## config.mk

```make
export PLATFORM = sky130hd
export DESIGN_NAME = imem_loader
export DESIGN_NICKNAME = d
export VERILOG_FILES = /design/src/rtl/imem_loader.sv
export SDC_FILE = /design/constraint.sdc
export NUM_CORES = 1
export LEC_CHECK = 0
export CORE_UTILIZATION = 45
export CTS_CLUSTER_SIZE = 8
export DETAILED_ROUTE_END_ITERATION = 10
export GPL_TIMING_DRIVEN = 0
export PLACE_DENSITY = 0.73
export SYNTH_ARGS = -nofsm -noshare
export SYNTH_HDL_FRONTEND = slang
export SYNTH_SLANG_ARGS = --single-unit
```

## constraint.sdc

```tcl
create_clock -name clk -period 2.9 [get_ports clk]
set_clock_uncertainty 0.15 [all_clocks]
set_input_delay 0.58 -clock clk [delete_from_list [all_inputs] [get_ports clk]]
set_output_delay 0.58 -clock clk [all_outputs]
set_load 0.005 [all_outputs]
```

## src/rtl/imem_loader.sv

```systemverilog
// imem_loader: boot-time program loader for the 9-bit core.
// Parses a byte stream (16-bit word count, then two bytes per instruction),
// writes each assembled instruction into instruction memory, holds the core
// in reset while loading, then counts core cycles until the core halts.
module imem_loader #(
    parameter int instr_width = 9,
    parameter int addr_width  = 9,
    parameter int byte_width  = 8
) (
    input  logic                   clk,
    input  logic                   start,
    input  logic                   in_valid,
    input  logic [byte_width-1:0]  in_data,
    output logic                   in_ready,
    output logic                   imem_we,
    output logic [addr_width-1:0]  imem_addr,
    output logic [instr_width-1:0] imem_din,
    output logic                   core_start,
    input  logic                   core_halt,
    output logic                   done,
    output logic                   err,
    output logic [15:0]            run_cycles
);

    typedef enum logic [2:0] {
        S_HDR_LO,
        S_HDR_HI,
        S_W_LO,
        S_W_HI,
        S_WRITE,
        S_RUN,
        S_DONE,
        S_ERR
    } state_t;

    // Largest legal word count: one full memory image.
    localparam logic [16:0] DEPTH = 17'(1) << addr_width;

    state_t                 state, state_nxt;
    logic [15:0]            count_q, count_nxt;
    logic [addr_width-1:0]  wr_addr_q, wr_addr_nxt;
    logic [byte_width-1:0]  lo_q, lo_nxt;
    logic [addr_width-1:0]  addr_q, addr_nxt;
    logic [instr_width-1:0] din_q, din_nxt;
    logic [15:0]            run_q, run_nxt;

    logic                   rdy_state;
    logic                   accept;
    logic [15:0]            hdr_count;
    logic                   last_word;
    logic                   hi_bad;

    // Stream-facing states are the only ones that take bytes.
    assign rdy_state = (state == S_HDR_LO) || (state == S_HDR_HI) ||
                       (state == S_W_LO)   || (state == S_W_HI);
    assign accept    = in_valid && rdy_state && !start;

    // Full word count as it stands once the high header byte arrives.
    assign hdr_count = 16'({in_data, count_q[byte_width-1:0]});
    assign last_word = (16'(wr_addr_q) == (count_q - 16'd1));
    assign hi_bad    = |in_data[byte_width-1:1];

    // Next-state and datapath decode for the loader FSM.
    always_comb begin
        // NOTE: every signal gets a default before the case so no path leaves one unassigned (no latches).
        state_nxt   = state;
        count_nxt   = count_q;
        wr_addr_nxt = wr_addr_q;
        lo_nxt      = lo_q;
        addr_nxt    = addr_q;
        din_nxt     = din_q;
        run_nxt     = run_q;

        unique case (state)
            S_HDR_LO: begin
                if (accept) begin
                    count_nxt = 16'(in_data);
                    state_nxt = S_HDR_HI;
                end
            end
            S_HDR_HI: begin
                if (accept) begin
                    count_nxt = hdr_count;
                    if ((hdr_count == 16'd0) || ({1'b0, hdr_count} > DEPTH)) begin
                        state_nxt = S_ERR;
                    end else begin
                        wr_addr_nxt = '0;
                        state_nxt   = S_W_LO;
                    end
                end
            end
            S_W_LO: begin
                if (accept) begin
                    lo_nxt    = in_data;
                    state_nxt = S_W_HI;
                end
            end
            S_W_HI: begin
                if (accept) begin
                    if (hi_bad) begin
                        state_nxt = S_ERR;
                    end else begin
                        // Present address/data ahead of the write cycle; they hold afterwards.
                        addr_nxt  = wr_addr_q;
                        din_nxt   = instr_width'({in_data[0], lo_q});
                        state_nxt = S_WRITE;
                    end
                end
            end
            S_WRITE: begin
                if (last_word) begin
                    state_nxt = S_RUN;
                end else begin
                    wr_addr_nxt = wr_addr_q + addr_width'(1);
                    state_nxt   = S_W_LO;
                end
            end
            S_RUN: begin
                if (core_halt) begin
                    state_nxt = S_DONE;
                end else if (run_q != 16'hFFFF) begin
                    run_nxt = run_q + 16'd1;
                end
            end
            S_DONE:  state_nxt = S_DONE;
            S_ERR:   state_nxt = S_ERR;
            default: state_nxt = S_ERR;
        endcase
    end

    // State and datapath registers; start restarts the loader from the header.
    always_ff @(posedge clk) begin
        // NOTE: registered state uses non-blocking assignments so all updates land together at the edge.
        if (start) begin
            state     <= S_HDR_LO;
            count_q   <= '0;
            wr_addr_q <= '0;
            lo_q      <= '0;
            addr_q    <= '0;
            din_q     <= '0;
            run_q     <= '0;
        end else begin
            state     <= state_nxt;
            count_q   <= count_nxt;
            wr_addr_q <= wr_addr_nxt;
            lo_q      <= lo_nxt;
            addr_q    <= addr_nxt;
            din_q     <= din_nxt;
            run_q     <= run_nxt;
        end
    end

    // Outputs come from registered state only; start forces the idle values.
    assign in_ready   = rdy_state && !start;
    assign imem_we    = (state == S_WRITE) && !start;
    assign imem_addr  = start ? '0 : addr_q;
    assign imem_din   = start ? '0 : din_q;
    assign core_start = start || !((state == S_RUN) || (state == S_DONE));
    assign done       = (state == S_DONE) && !start;
    assign err        = (state == S_ERR) && !start;
    assign run_cycles = run_q;

endmodule

```

==> impl_metrics.json, run 1 <==
{
  "drc_errors": 0,
  "max_freq_mhz": 350.6,
  "drive_gt1_frac": 0.1255,
  "grt-ovfl-total": 0,
  "dr_total_vias": 3434,
  "hp-start": "addr_q[2]",
  "cp.required_ns": 3.03,
  "setup_viol": 0,
  "worst_slack_ns": 0.04746,
  "timing.rr.start": "count_q[0]",
  "die-area_mm2": 0.008185,
  "synth_edf_count": 0,
  "pre_cts_ws_ns": -0.4930,
  "min_path_cells": 2,
  "synth_cells": 451,
  "die_h_um": 90.47,
  "period_share": 0.9836,
  "grt_first_pass_wirelength_um": 15320,
  "syn_nets": 466,
  "grt_max_degree": 13,
  "end_kind": "flip-flop",
  "vdd_drop_max_v": 0.0003335,
  "critical_path_class": "flip-flop to flip-flop",
  "syn_area_mm2": 0.003522,
  "wirelength_um": 9402,
  "layout.nets": 529,
  "finalMaxSlewViolations": 0,
  "dp_hpwl_um": 6571,
  "seqPwrFrac": 0.450,
  "min_path_type": "flip-flop to flip-flop",
  "finalCriticalPeriod_ns": 2.853,
  "ys_warn_count": 0,
  "path_max_fanout": 6,
  "die_w_um": 90.47,
  "path_clk_slew_ns": 0.08,
  "synthArstFlopShare": 0,
  "io_buffers": 49,
  "rsz0062_at_grt": "yes",
  "hold_viol": 0,
  "ff2ff_setup_slack_ns": 0.05,
  "slew_headroom": 0.5654,
  "drv_cap": 0,
  "grt_pass1_vias": 3195,
  "drt_pass1_iterations": 5,
  "power.switching_uw": 549.6,
  "ios": 51,
  "post-route-util": 0.6124,
  "synth_ff_type": "dfxtp_1",
  "rr_endpoint": "wr_addr_q[5]",
  "hold_buffers": 0,
  "diodes": 0,
  "clk_path_buf_depth": 2,
  "sw_frac_of_total": 0.2499,
  "power.share.clock": 0.428,
  "use_met3": 0.05387,
  "antenna_found_initial": 0,
  "start_kind": "flip-flop",
  "numCtsBuffers": 9,
  "worst_slew_pin_slew_ns": 0.6428,
  "cts_sinks": 70,
  "worstPathArrival_ns": 2.99,
  "drtAntennaViolNets": 0,
  "wl_per_cell_um": 15.24,
  "drtIter0Drc": 235,
  "root_buffer": "clkbuf_8",
  "use_met1": 0.3062,
  "whs_ns": 0.2988,
  "num_rows": 31,
  "initial_core_util": 0.4754,
  "synth.distinct_cells": 51,
  "cts_htree_levels": 3,
  "syn_avg_cell_area_um2": 7.810,
  "ff2ff_path_depth": 12,
  "power_density_mw_per_mm2": 484.6,
  "combPwrFrac": 0.122,
  "tritoncts": "yes",
  "synth_seq_cells": 70,
  "grtUsageTotal": 0.2333,
  "outcome": "complete, no violations",
  "gp_congestion": 0.8953,
  "fillers": 651,
  "internal-power_mw": 1.649,
  "grt.busiest_layer": "met2",
  "p_leak_nw": 1.563,
  "clkLatencyLatePin_ns": 0.34,
  "viasPerCell": 5.566,
  "coreArea_mm2": 0.007408,
  "yosysSeqAreaShare": 0.3979,
  "syn2layout_area_growth_pct": 28.81,
  "met2_usage": 0.3706,
  "worst_hold_path.endpoint": "addr_q[2]"
}
critical path, stage by stage, from the launching register on:
cell	delay [ns]
dfxtp_4	0.37
inv_4	0.05
ha_4	0.22
xnor2_1	0.11
or4_1	0.43
a311o_1	0.32
a2111oi_4	0.21
nand4_2	0.14
buf_6	0.16
a21oi_4	0.24
buf_6	0.17
o31ai_2	0.06
a21oi_1	0.14
cells in the final DEF (no fill, tap or decap), types with 4 or more instances in the layout:
master / synthesis / routed
nor4_1: 7 / 5
a21oi_2: 1 / 5
nand2_1: 69 / 69
nor2_1: 41 / 39
or3_1: 10 / 8
nor3_1: 11 / 10
or2_2: 4 / 4
buf_6: 3 / 4
nand4_1: 5 / 5
clkbuf_8: 0 / 9
clkdlybuf4s50_1: 0 / 49
dfxtp_1: 70 / 66
a31oi_1: 7 / 6
mux2i_1: 11 / 11
buf_4: 4 / 7
xnor2_1: 10 / 10
o21ai_0: 20 / 15
inv_1: 9 / 7
or4_1: 5 / 5
a21oi_1: 53 / 48
nand3_1: 21 / 21
clkbuf_1: 18 / 15
xor2_1: 10 / 10
nor2b_1: 19 / 19
cell families after synthesis:
group,Yosys count,synth area share
and+or+nand+nor,213,0.3055
AOI/OAI and AO/OA,96,0.1517
DFF,70,0.3979
buffers and inverters,37,0.05009
xor gates and xnor gates,20,0.04973
muxes,12,0.03446
adders and majority gates,3,0.01066
cell usage after synthesis (2+ instances only):
cell,number,share of area
mux2i_1,11,0.031
clkbuf_1,18,0.019
nor2b_1,19,0.034
a31oi_1,7,0.012
dfxtp_1,70,0.40
nand3_1,21,0.030
nor4_1,7,0.012
or3_2,2,0.0043
nor3_1,11,0.016
a22oi_1,2,0.0043
or3_1,10,0.018
nand2_1,69,0.074
buf_4,4,0.0085
buf_1,2,0.0021
nor2_1,41,0.044
nor4b_1,3,0.0075
nand4b_1,2,0.0050
ha_1,3,0.011
or2_2,4,0.0071
inv_1,9,0.0096
xnor2_1,10,0.025
buf_6,3,0.0096
o31ai_1,4,0.0085
a21oi_1,53,0.075
nand3b_1,3,0.0064
nand2b_1,2,0.0036
nand4_1,5,0.0089
or4_1,5,0.011
o21ai_0,20,0.028
xor2_1,10,0.025
area by class of cell:
| type | instances | area (um2) | area share |
|---|---|---|---|
| Inverter | 10 | 40.04 | 0.008825 |
| Timing Repair Buffer | 54 | 535.5 | 0.1180 |
| Sequential cell | 70 | 1409 | 0.3105 |
| Tap cell | 99 | 123.9 | 0.02730 |
| Buffer | 25 | 127.6 | 0.02813 |
| Multi-Input combinational cell | 344 | 2066 | 0.4553 |
| Clock inverter | 6 | 111.4 | 0.02455 |
| Clock buffer | 9 | 123.9 | 0.02730 |
per-layer routing:
metal	vias up	routed length (um)
li1	1696	-
met1	1625	4237
met2	97	4386
met3	16	622
met4	0	156
met5	-	0
stage by stage:
step                        TNS (ns)  cells  area, um2  power (mW)
after global placement        -8.273    599       4136       1.244
after detailed placement      -8.581    599       4136       1.248
final                              0    617       4537       2.199
after global routing         -0.1264    617       4537       2.282
after floorplan                    0    451       3522       1.178
after CTS                 -0.0004743    616       4418       2.186
how the worst max path moves through the flow:
| stage | endpoint | slack [ns] | cells past startpoint | startpoint |
|---|---|---|---|---|
| floorplan | wr_addr_q[6] | 0.002 | 11 | count_q[0] |
| global placement | wr_addr_q[8] | -0.49 | 11 | count_q[0] |
| detailed placement | wr_addr_q[6] | -0.49 | 11 | count_q[0] |
| CTS | wr_addr_q[6] | -0.0005 | 12 | count_q[1] |
| global route | wr_addr_q[5] | -0.03 | 12 | count_q[0] |
| finish | wr_addr_q[5] | 0.05 | 12 | count_q[0] |
power groups by stage:
| stage | Combinational [mW] | Sequential, mW | Clock [mW] |
|---|---|---|---|
| 3_3_place_gp | 0.235 | 1.01 | 0 |
| 4_1_cts | 0.246 | 0.987 | 0.952 |
| 5_1_grt | 0.293 | 0.990 | 0.999 |
| 3_5_place_dp | 0.239 | 1.01 | 0 |
| 2_1_floorplan | 0.172 | 1.01 | 0 |
| 6_report | 0.268 | 0.989 | 0.942 |
what timing repair did:
action                     CTS  global route
hold endpoints to repair     0             0
buffers inserted             1             3
setup endpoints to repair   13            19
pin swaps                    3             9
resized for setup           11            33
cloned                       1             0
sequential cells by signal (all words and copies together), names as in the netlist:
register    flops
wr_addr_q       9
din_q           9
run_cycles     16
state           3
lo_q            8
addr_q          9
count_q        16
(Power assumes the default switching activity.)
==> run 2, diff against run 1 <==
--- a/config.mk
+++ b/config.mk
@@ -10,6 +10,7 @@
 export DETAILED_ROUTE_END_ITERATION = 10
 export GPL_TIMING_DRIVEN = 0
 export PLACE_DENSITY = 0.73
+export SLEW_MARGIN = 20
 export SYNTH_ARGS = -nofsm -noshare
 export SYNTH_HDL_FRONTEND = slang
 export SYNTH_SLANG_ARGS = --single-unit
==> results of run 2 <==
Final layout, timing and power as in run 1 (identical DEF).
==> run 3, diff against run 2 <==
--- a/config.mk
+++ b/config.mk
@@ -10,6 +10,7 @@
 export DETAILED_ROUTE_END_ITERATION = 10
 export GPL_TIMING_DRIVEN = 0
 export PLACE_DENSITY = 0.73
+export REMOVE_ABC_BUFFERS = 1
 export SLEW_MARGIN = 20
 export SYNTH_ARGS = -nofsm -noshare
 export SYNTH_HDL_FRONTEND = slang
==> impl_metrics.json, run 3 (synthesis gave the netlist of run 1 again) <==
{
  "rsz0062_at_grt": "yes",
  "critical_path_class": "flip-flop to flip-flop",
  "die_h_um": 90.47,
  "dp_cells": 574,
  "path_max_fanout": 7,
  "fin_cells": 594,
  "period_share": 0.9730,
  "wl_per_cell_um": 14.32,
  "worstPathArrival_ns": 2.91,
  "drive_gt1_frac": 0.1030,
  "outcome": "complete, no violations",
  "final_common_cell": "nand2_1",
  "p_total_mw": 2.028,
  "grt_max_degree": 74,
  "viasPerCell": 5.515,
  "start_kind": "flip-flop",
  "power_density_mw_per_mm2": 461.7,
  "drtIter0Drc": 215,
  "drt_pass1_iterations": 4,
  "die-area_mm2": 0.008185,
  "combPwrFrac": 0.112,
  "power.switching_uw": 537.6,
  "cts_sinks": 70,
  "drv_cap": 0,
  "setup_viol": 0,
  "diodes": 0,
  "syn2layout_area_growth_pct": 24.72,
  "die_w_um": 90.47,
  "cp.required_ns": 2.98,
  "slew_headroom": 0.2532,
  "end_kind": "flip-flop",
  "hold_viol": 0,
  "min_path_type": "flip-flop to flip-flop",
  "tritoncts": "yes",
  "tns_ns": 0,
  "io_buffers": 50,
  "grt-ovfl-total": 0,
  "dr_total_vias": 3276,
  "layout.nets": 506,
  "ios": 51,
  "grt_pass1_vias": 2978,
  "drc_errors": 0,
  "gp_congestion": 0.8421,
  "power.share.clock": 0.391,
  "internal-power_mw": 1.491,
  "dp_hpwl_um": 5827,
  "coreArea_mm2": 0.007408,
  "antenna_found_initial": 0,
  "numCtsBuffers": 9,
  "wirelength_um": 8506,
  "layout_common_cells": "nand2_1, dfxtp_1, a21oi_1",
  "root_buffer": "clkbuf_8",
  "initial_core_util": 0.4754,
  "num_rows": 31,
  "sw_frac_of_total": 0.2650,
  "grt_first_pass_wirelength_um": 14110,
  "max_freq_mhz": 354.4,
  "finalCriticalPeriod_ns": 2.822,
  "drtAntennaViolNets": 0,
  "p_leak_nw": 1.484,
  "grtUsageTotal": 0.2138,
  "cts_htree_levels": 3,
  "clkLatencyLatePin_ns": 0.35,
  "finalMaxSlewViolations": 0,
  "vdd_drop_max_v": 0.0002449,
  "worst_slew_pin_slew_ns": 1.118,
  "path_clk_slew_ns": 0.08,
  "clk_path_buf_depth": 2,
  "seqPwrFrac": 0.497
}
## run 3: final timing paths
kind	start	end	slack, ns	depth (start not counted)
worst max register to register	count_q[1]	wr_addr_q[7]	0.08	11
worst min-delay path	addr_q[7]	addr_q[7]	0.29	2
worst max-delay path	count_q[1]	wr_addr_q[7]	0.08	11
worst min register to register	addr_q[7]	addr_q[7]	0.29	2
## run 3: worst max-delay path, stage by stage (launching register included)
cell and delay, ns:
dfxtp_2 0.35, inv_2 0.05, ha_4 0.23, xnor2_2 0.14, or4_4 0.50, a311o_1 0.32, a2111oi_4 0.21, nand4_2 0.14
buf_6 0.17, a21oi_4 0.23, or4_1 0.16, a21oi_2 0.05
## run 3: per-layer routing
layer,up-vias,wire [um],GRT usage
met1,1519,3908,0.2788
met2,93,4027,0.3409
li1,1654,-,-
met3,10,457,0.04630
met4,0,113,0.08871
met5,-,0,0
## run 3: cell type report
class | count | area, um2
sequential | 70 | 1408
inverter | 10 | 40.04
clock inverter | 5 | 58.81
tap | 99 | 123.9
fill | 690 | 3015
timing repair buffer | 55 | 559.3
multi-input combinational | 345 | 2066
clock buffer | 10 | 137.6
## run 3: repair_timing
action / in CTS / in global routing
hold buffers: 0 / 0
pin swaps: 8 / 8
gates resized for setup: 19 / 11
gates cloned: 1 / 0
endpoints found under the setup margin: 38 / 32
buffers inserted: 3 / 1
## run 3: through the flow
step                worst slack, ns  utilization  hold slack [ns]  cell area [um2]
global placement             -2.079       0.5410           0.2835             4008
global route               -0.05325       0.5930           0.3109             4393
finish                      0.07830       0.5930           0.2943             4393
detailed placement          -0.5962       0.5443           0.2885             4033
CTS                         0.01637       0.5871           0.2979             4349
floorplan                  -0.05639            -           0.2711             3383
## run 3: power groups by stage
stage          Combinational, mW  Clock [mW]  Sequential [mW]
2_1_floorplan              0.129           0             1.02
3_3_place_gp               0.195           0             1.02
3_5_place_dp               0.203           0             1.03
4_1_cts                    0.223       0.806             1.00
5_1_grt                    0.248       0.859             1.01
6_report                   0.228       0.793             1.01
